## src/rtl/ni_rx.sv

```systemverilog
// Receive-side network interface: router egress stream into a flit FIFO,
// drained by the processing element through a small AXI-lite register file.
module ni_rx #(
  parameter int unsigned FIFO_DEPTH = 16,
  parameter int unsigned MY_X       = 0,
  parameter int unsigned MY_Y       = 0
) (
  input  logic        clk,
  input  logic        rst,
  input  logic [31:0] s_tdata,
  input  logic        s_tvalid,
  output logic        s_tready,
  input  logic        s_tlast,
  input  logic [4:0]  awaddr,
  input  logic        awvalid,
  output logic        awready,
  input  logic [31:0] wdata,
  input  logic [3:0]  wstrb,
  input  logic        wvalid,
  output logic        wready,
  output logic [1:0]  bresp,
  output logic        bvalid,
  input  logic        bready,
  input  logic [4:0]  araddr,
  input  logic        arvalid,
  output logic        arready,
  output logic [31:0] rdata,
  output logic [1:0]  rresp,
  output logic        rvalid,
  input  logic        rready,
  output logic        irq
);
  localparam int unsigned AW = (FIFO_DEPTH > 1) ? $clog2(FIFO_DEPTH) : 1;
  localparam int unsigned LW = AW + 1;
  localparam logic [4:0] A_STATUS = 5'h00;
  localparam logic [4:0] A_DATA   = 5'h04;
  localparam logic [4:0] A_LAST   = 5'h08;
  localparam logic [4:0] A_CTRL   = 5'h0C;
  localparam logic [4:0] A_DROP   = 5'h10;
  localparam logic [1:0] OKAY     = 2'b00;
  localparam logic [1:0] SLVERR   = 2'b10;

  typedef enum logic [1:0] {HDR, BODY, DROP} state_e;

  state_e          state_q, state_d;
  logic [32:0]     mem_q [FIFO_DEPTH];
  logic [AW-1:0]   wr_ptr_q, wr_ptr_d, rd_ptr_q, rd_ptr_d;
  logic [LW-1:0]   level_q, level_d, pkt_cnt_q, pkt_cnt_d;
  logic [15:0]     drop_cnt_q, drop_cnt_d;
  logic            en_q, en_d, irq_en_q, irq_en_d, irq_q, irq_d;
  logic            bvalid_q, bvalid_d, rvalid_q, rvalid_d;
  logic [1:0]      bresp_q, bresp_d, rresp_q, rresp_d;
  logic [31:0]     rdata_q, rdata_d, status_c;
  logic [32:0]     head_c;
  logic            empty_c, full_c, match_c, tready_c, hs_c, store_c, drop_c;
  logic            wr_fire_c, rd_fire_c, pop_c, flush_c;
  logic            unused_c;

  assign unused_c = ^{s_tdata[31:24], s_tdata[15:0], wdata[31:3], wstrb[3:1]};

  always_comb begin
    state_d    = state_q;
    wr_ptr_d   = wr_ptr_q;
    rd_ptr_d   = rd_ptr_q;
    level_d    = level_q;
    pkt_cnt_d  = pkt_cnt_q;
    drop_cnt_d = drop_cnt_q;
    en_d       = en_q;
    irq_en_d   = irq_en_q;
    bvalid_d   = bvalid_q;
    bresp_d    = bresp_q;
    rvalid_d   = rvalid_q;
    rdata_d    = rdata_q;
    rresp_d    = rresp_q;
    drop_c     = 1'b0;

    empty_c   = (level_q == '0);
    full_c    = (level_q == LW'(FIFO_DEPTH));
    head_c    = mem_q[rd_ptr_q];
    wr_fire_c = !rst && awvalid && wvalid && !bvalid_q;
    rd_fire_c = !rst && arvalid && !rvalid_q;
    pop_c     = rd_fire_c && (araddr == A_DATA) && !empty_c;
    flush_c   = wr_fire_c && (awaddr == A_CTRL) && wstrb[0] && wdata[2];
    match_c   = (s_tdata[23:20] == 4'(MY_X)) && (s_tdata[19:16] == 4'(MY_Y));

    // A pop in the same cycle frees the slot for an incoming flit
    tready_c = 1'b0;
    if (!rst && en_q) tready_c = (state_q == DROP) || !full_c || pop_c;
    hs_c    = s_tvalid && tready_c;
    store_c = hs_c && !flush_c && ((state_q == BODY) || ((state_q == HDR) && match_c));

    // A flush cuts any packet being stored; its remainder is discarded
    if (flush_c && ((state_q == BODY) || ((state_q == HDR) && hs_c && match_c))) begin
      drop_c  = 1'b1;
      state_d = (hs_c && s_tlast) ? HDR : DROP;
    end else if (hs_c) begin
      case (state_q)
        HDR: begin
          drop_c = !match_c;
          if (!s_tlast) state_d = match_c ? BODY : DROP;
        end
        BODY, DROP: if (s_tlast) state_d = HDR;
        default:    state_d = HDR;
      endcase
    end

    if (store_c) wr_ptr_d = wr_ptr_q + AW'(1);
    if (pop_c)   rd_ptr_d = rd_ptr_q + AW'(1);
    level_d   = level_q + LW'(store_c) - LW'(pop_c);
    pkt_cnt_d = pkt_cnt_q + LW'(store_c && s_tlast) - LW'(pop_c && head_c[32]);
    if (flush_c) begin
      wr_ptr_d  = '0;
      rd_ptr_d  = '0;
      level_d   = '0;
      pkt_cnt_d = '0;
    end

    if (drop_c && (drop_cnt_q != 16'hFFFF)) drop_cnt_d = drop_cnt_q + 16'd1;

    if (wr_fire_c) begin
      bvalid_d = 1'b1;
      bresp_d  = OKAY;
      case (awaddr)
        A_CTRL: if (wstrb[0]) begin
          en_d     = wdata[0];
          irq_en_d = wdata[1];
        end
        A_DROP:                   drop_cnt_d = '0;
        A_STATUS, A_DATA, A_LAST: ;
        default:                  bresp_d = SLVERR;
      endcase
    end else if (bready) begin
      bvalid_d = 1'b0;
    end

    status_c = {8'h00, 8'(pkt_cnt_q), 8'(level_q), 5'h00, (pkt_cnt_q != '0), full_c, empty_c};
    if (rd_fire_c) begin
      rvalid_d = 1'b1;
      rresp_d  = OKAY;
      case (araddr)
        A_STATUS: rdata_d = status_c;
        A_DATA: begin
          rdata_d = empty_c ? 32'h0 : head_c[31:0];
          if (empty_c) rresp_d = SLVERR;
        end
        A_LAST:  rdata_d = {31'h0, !empty_c && head_c[32]};
        A_CTRL:  rdata_d = {30'h0, irq_en_q, en_q};
        A_DROP:  rdata_d = {16'h0, drop_cnt_q};
        default: begin
          rdata_d = 32'h0;
          rresp_d = SLVERR;
        end
      endcase
    end else if (rready) begin
      rvalid_d = 1'b0;
    end

    irq_d = irq_en_q && (pkt_cnt_q != '0);
  end

  always_ff @(posedge clk or posedge rst) begin
    if (rst) begin
      state_q    <= HDR;
      wr_ptr_q   <= '0;
      rd_ptr_q   <= '0;
      level_q    <= '0;
      pkt_cnt_q  <= '0;
      drop_cnt_q <= '0;
      en_q       <= 1'b1;
      irq_en_q   <= 1'b0;
      irq_q      <= 1'b0;
      bvalid_q   <= 1'b0;
      bresp_q    <= OKAY;
      rvalid_q   <= 1'b0;
      rdata_q    <= '0;
      rresp_q    <= OKAY;
    end else begin
      state_q    <= state_d;
      wr_ptr_q   <= wr_ptr_d;
      rd_ptr_q   <= rd_ptr_d;
      level_q    <= level_d;
      pkt_cnt_q  <= pkt_cnt_d;
      drop_cnt_q <= drop_cnt_d;
      en_q       <= en_d;
      irq_en_q   <= irq_en_d;
      irq_q      <= irq_d;
      bvalid_q   <= bvalid_d;
      bresp_q    <= bresp_d;
      rvalid_q   <= rvalid_d;
      rdata_q    <= rdata_d;
      rresp_q    <= rresp_d;
    end
  end

  // Flit storage needs no reset; occupancy is tracked by the pointers
  always_ff @(posedge clk) begin
    if (store_c) mem_q[wr_ptr_q] <= {s_tlast, s_tdata};
  end

  assign s_tready = tready_c;
  assign awready  = wr_fire_c;
  assign wready   = wr_fire_c;
  assign arready  = !rst && !rvalid_q;
  assign bvalid   = bvalid_q;
  assign bresp    = bresp_q;
  assign rvalid   = rvalid_q;
  assign rdata    = rdata_q;
  assign rresp    = rresp_q;
  assign irq      = irq_q;
endmodule

```

## config.mk

```make
export PLATFORM = sky130hd
export DESIGN_NAME = ni_rx
export DESIGN_NICKNAME = d
export VERILOG_FILES = /design/src/rtl/ni_rx.sv
export SDC_FILE = /design/constraint.sdc
export NUM_CORES = 1
export LEC_CHECK = 0
export ABC_AREA = 1
export ABC_CLOCK_PERIOD_IN_PS = 4650
export CAP_MARGIN = 10
export CORE_MARGIN = 10
export CORE_UTILIZATION = 65
export CTS_CLUSTER_DIAMETER = 80
export DETAILED_ROUTE_END_ITERATION = 10
export GPL_ROUTABILITY_DRIVEN = 0
export HOLD_SLACK_MARGIN = 0.08
export PLACE_DENSITY = 0.85
export SLEW_MARGIN = 0
export SYNTH_ARGS = -nofsm -noshare
export SYNTH_HDL_FRONTEND = slang
export SYNTH_SLANG_ARGS = --single-unit
```

## constraint.sdc

```tcl
create_clock -name clk -period 4.65 [get_ports clk]
set_input_delay 0.93 -clock clk [delete_from_list [all_inputs] [get_ports clk]]
set_output_delay 0.93 -clock clk [all_outputs]
set_load 0.05 [all_outputs]
```

==> impl_metrics.tcl <==
set metrics [dict create \
    grt_max_degree 109 \
    critPathLaunchType "input port" \
    ir_drop_v 0.0003399 \
    synth-edff-count 528 \
    final_hold_viol_count 0 \
    cts_buffer_depth 3 \
    grt_pass1_wl_mm 98.99 \
    remaining_drc_errors 0 \
    cts_tree "built" \
    finalMaxSlewViolations 0 \
    die_area_um2 46820 \
    p_leak_nw 10.42 \
    clock_sinks 603 \
    cp.required_ps 5130 \
    end_kind "register" \
    placed_cell_area_um2 26770 \
    finalCritPeriodShare_pct 82.16 \
    critPathBufInv 4 \
    combPwrFrac_pct 20.3 \
    cp.arrival_ps 4300 \
    cpPeakStageDelay_ps 440 \
    p_int_mw 9.396 \
    critPathMaxFanout 9 \
    p_sw_share_pct 30.02 \
    syn_area_per_cell_um2 11.61 \
    layout.nets 2358 \
    grt_pass1_vias 17493 \
    pwr-share-clk_pct 32.7 \
    yosysMostFrequentCell "edfxtp_1" \
    syn_to_final_growth_pct 13.84 \
    whs_ps 478.3 \
    vias_per_cell 6.356 \
    finalSetupViolations 0 \
    fin_ws_ps 829.7 \
    cts_setup_buffers 0 \
    utilization_pct 75.41 \
    dp_hpwl_mm 35.96 \
    yosysTopAreaCell "edfxtp_1" \
    cp_slowest_cell "fa_1" \
    hold_buffers 0 \
    antenna_found_initial 3 \
    path_delay_family "simple AND/OR/NAND/NOR gates" \
    syn_inst 2159 \
    regArea_um2 17740 \
    crit_top_cell "nor2_1" \
    grt-ovfl-total 0 \
    yosys-top-cells-area "edfxtp_1, nand2_1, dfrtp_1, nand3_1, o21ai_0" \
    synth_cell_types 50 \
    track_usage_pct 27.17 \
    clock_latency_ps 600 \
    portBuffers 95 \
    dp_slack_ps 352.7 \
    die_h_um 216.4 \
    core_area_um2 37840 \
    drv_cap 0 \
    synth_top_area_share_pct 63.25 \
    finalClockSkew_ps 25.64 \
    rsz0062_at_grt "no" \
    hold_start "rdata[15]$_DFFE_PP0P_" \
    maxSlewHeadroom_pct 29.27 \
    routedWlPerCell_um 23.10 \
    post_cts_resized 0 \
    startpoint "s_tdata[19]" \
    ant_nets 0 \
    p_per_area_nw_per_um2 470.5 \
    clkSlewWorstSetupHoldPaths_ps 60 \
    hold_class "reg -> reg" \
    ys.flop_type "edfxtp_1" \
    switchingPower_mw 4.030 \
    drive_gt1_share_pct 8.286 \
    multi_input_comb_area_um2 6511 \
    nFillCells 2139 \
    die_w_um 216.4 \
    ys_ff_latch 603 \
    fmax_ghz 0.2618 \
    status "finished clean" \
    cts.htree.levels 2 \
    r2r_start "rd_ptr_q[1]$_DFFE_PP0P_" \
    initial_core_util_pct 66.24 \
    ys_warn_count 0 \
    finalCriticalPeriod_ps 3820 \
    ys_seq_area_share_pct 70.74 \
    ioPinCount 130 \
    drt_iter0_drc 2806 \
    sequentialPowerShare_pct 47.0 \
    max_slew.worst_pin.slew_ps 1060 \
    vias 17842 \
    setup.worst_path.class "in -> reg" \
    finalWirelength_mm 64.84 \
    dr.pass1.iters 6 \
    rows 71 \
    synthesis.area_um2 25070 \
    synth_commonest_cells "edfxtp_1, nand2_1, nand3_1" \
    design_area_um2 28540 \
    cts-root-buf "clkbuf_16" \
    numCtsBuffers 56 \
    crit_path_cell_trace "clkdlybuf4s50_1 > nor2_1 > nand2_1 > nor2_1 > nand2_1 > inv_1 > o21ai_2 > nor2_4 > nand2_1 > ha_1 > inv_1 > ha_1 > inv_1 > fa_1 > nor2_1 > nor2_1 > nor2_1 > nor2_1 > xor2_1 > nor2_1" \
    fin_setup_tns_ps 0 \
    synthArstFlopShare_pct 12.44 \
]
cell usage in the layout (no fill, tap or decap), drive strengths merged, types with 8 or more instances in the layout:
master,instances
a21oi,59
ha,21
nand4,13
buf,56
clkinv,29
o211ai,10
clkdlybuf4s50,94
nand3,306
nor2,171
xor2,8
o21ai,147
inv,97
edfxtp,528
clkbuf,72
dfrtp,74
o22ai,30
nand2,519
nor3,11
power groups by stage:
stage / clock network [mW] / registers [mW] / logic [mW]
after global routing: 4.62 / 6.33 / 2.95
final: 4.39 / 6.31 / 2.72
after CTS: 4.40 / 6.30 / 2.65
after floorplan: 0 / 6.39 / 1.78
after detailed placement: 0 / 6.41 / 2.59
after global placement: 0 / 6.40 / 2.45
final timing paths:
check	to	slack (ps)	cells past startpoint
min in group asynchronous	rdata[3]$_DFFE_PP0P_	1100	3
min	rdata[15]$_DFFE_PP0P_	480	2
max in group asynchronous	rd_ptr_q[0]$_DFFE_PP0P_	2810	3
min reg2reg	rdata[15]$_DFFE_PP0P_	480	2
max	pkt_cnt_q[4]$_DFF_PP0_	830	20
max reg2reg	pkt_cnt_q[4]$_DFF_PP0_	1020	17
metrics by stage:
| step | total power [mW] | cells |
|---|---|---|
| floorplan | 8.167 | 2160 |
| global placement | 8.843 | 2701 |
| detailed placement | 9.003 | 2701 |
| CTS | 13.35 | 2804 |
| global route | 13.90 | 2805 |
| finish | 13.43 | 2807 |
layer usage:
metal  GRT usage (%)  vias up  wire, um
li1                -     7778         -
met1           34.96     8459     22350
met2           43.78     1367     31300
met3           6.518      234      8669
met4           11.35        4      2476
met5               0        -        34
logic make-up after synthesis:
logic type / share of synthesized area [%]
other: 0.01496
DFF: 70.74
and+or+nand+nor: 17.65
buffers and inverters: 3.794
adders and majority gates: 1.208
AOI/OAI and AO/OA: 6.234
xor gates and xnor gates: 0.3494
flip-flops by register name, indices dropped and copies added, names as in the netlist:
| name | count |
|---|---|
| mem_q | 528 |
| drop_cnt_q | 16 |
| en_q | 1 |
| irq | 1 |
| irq_en_q | 1 |
| rresp | 1 |
| level_q | 5 |
| rd_ptr_q | 4 |
| bresp | 1 |
| wr_ptr_q | 4 |
| state_q | 2 |
| rvalid | 1 |
| rdata | 32 |
| bvalid | 1 |
| pkt_cnt_q | 5 |
final cells by class:
type	instances	share of cell area, %
sequential	603	62.17
multi-input combinational	1337	22.82
clock buffer	72	5.340
timing repair buffer	150	5.253
tap	511	2.241
inverter	100	1.346
clock inverter	31	0.8112
antenna	3	0.02631
tightest hold or removal path: stages (launching register included):
cell     delay [ps]
dfrtp_1         340
nand2_1          50
nand2_1          50
Note: power is estimated with default switching activity, not from simulation.
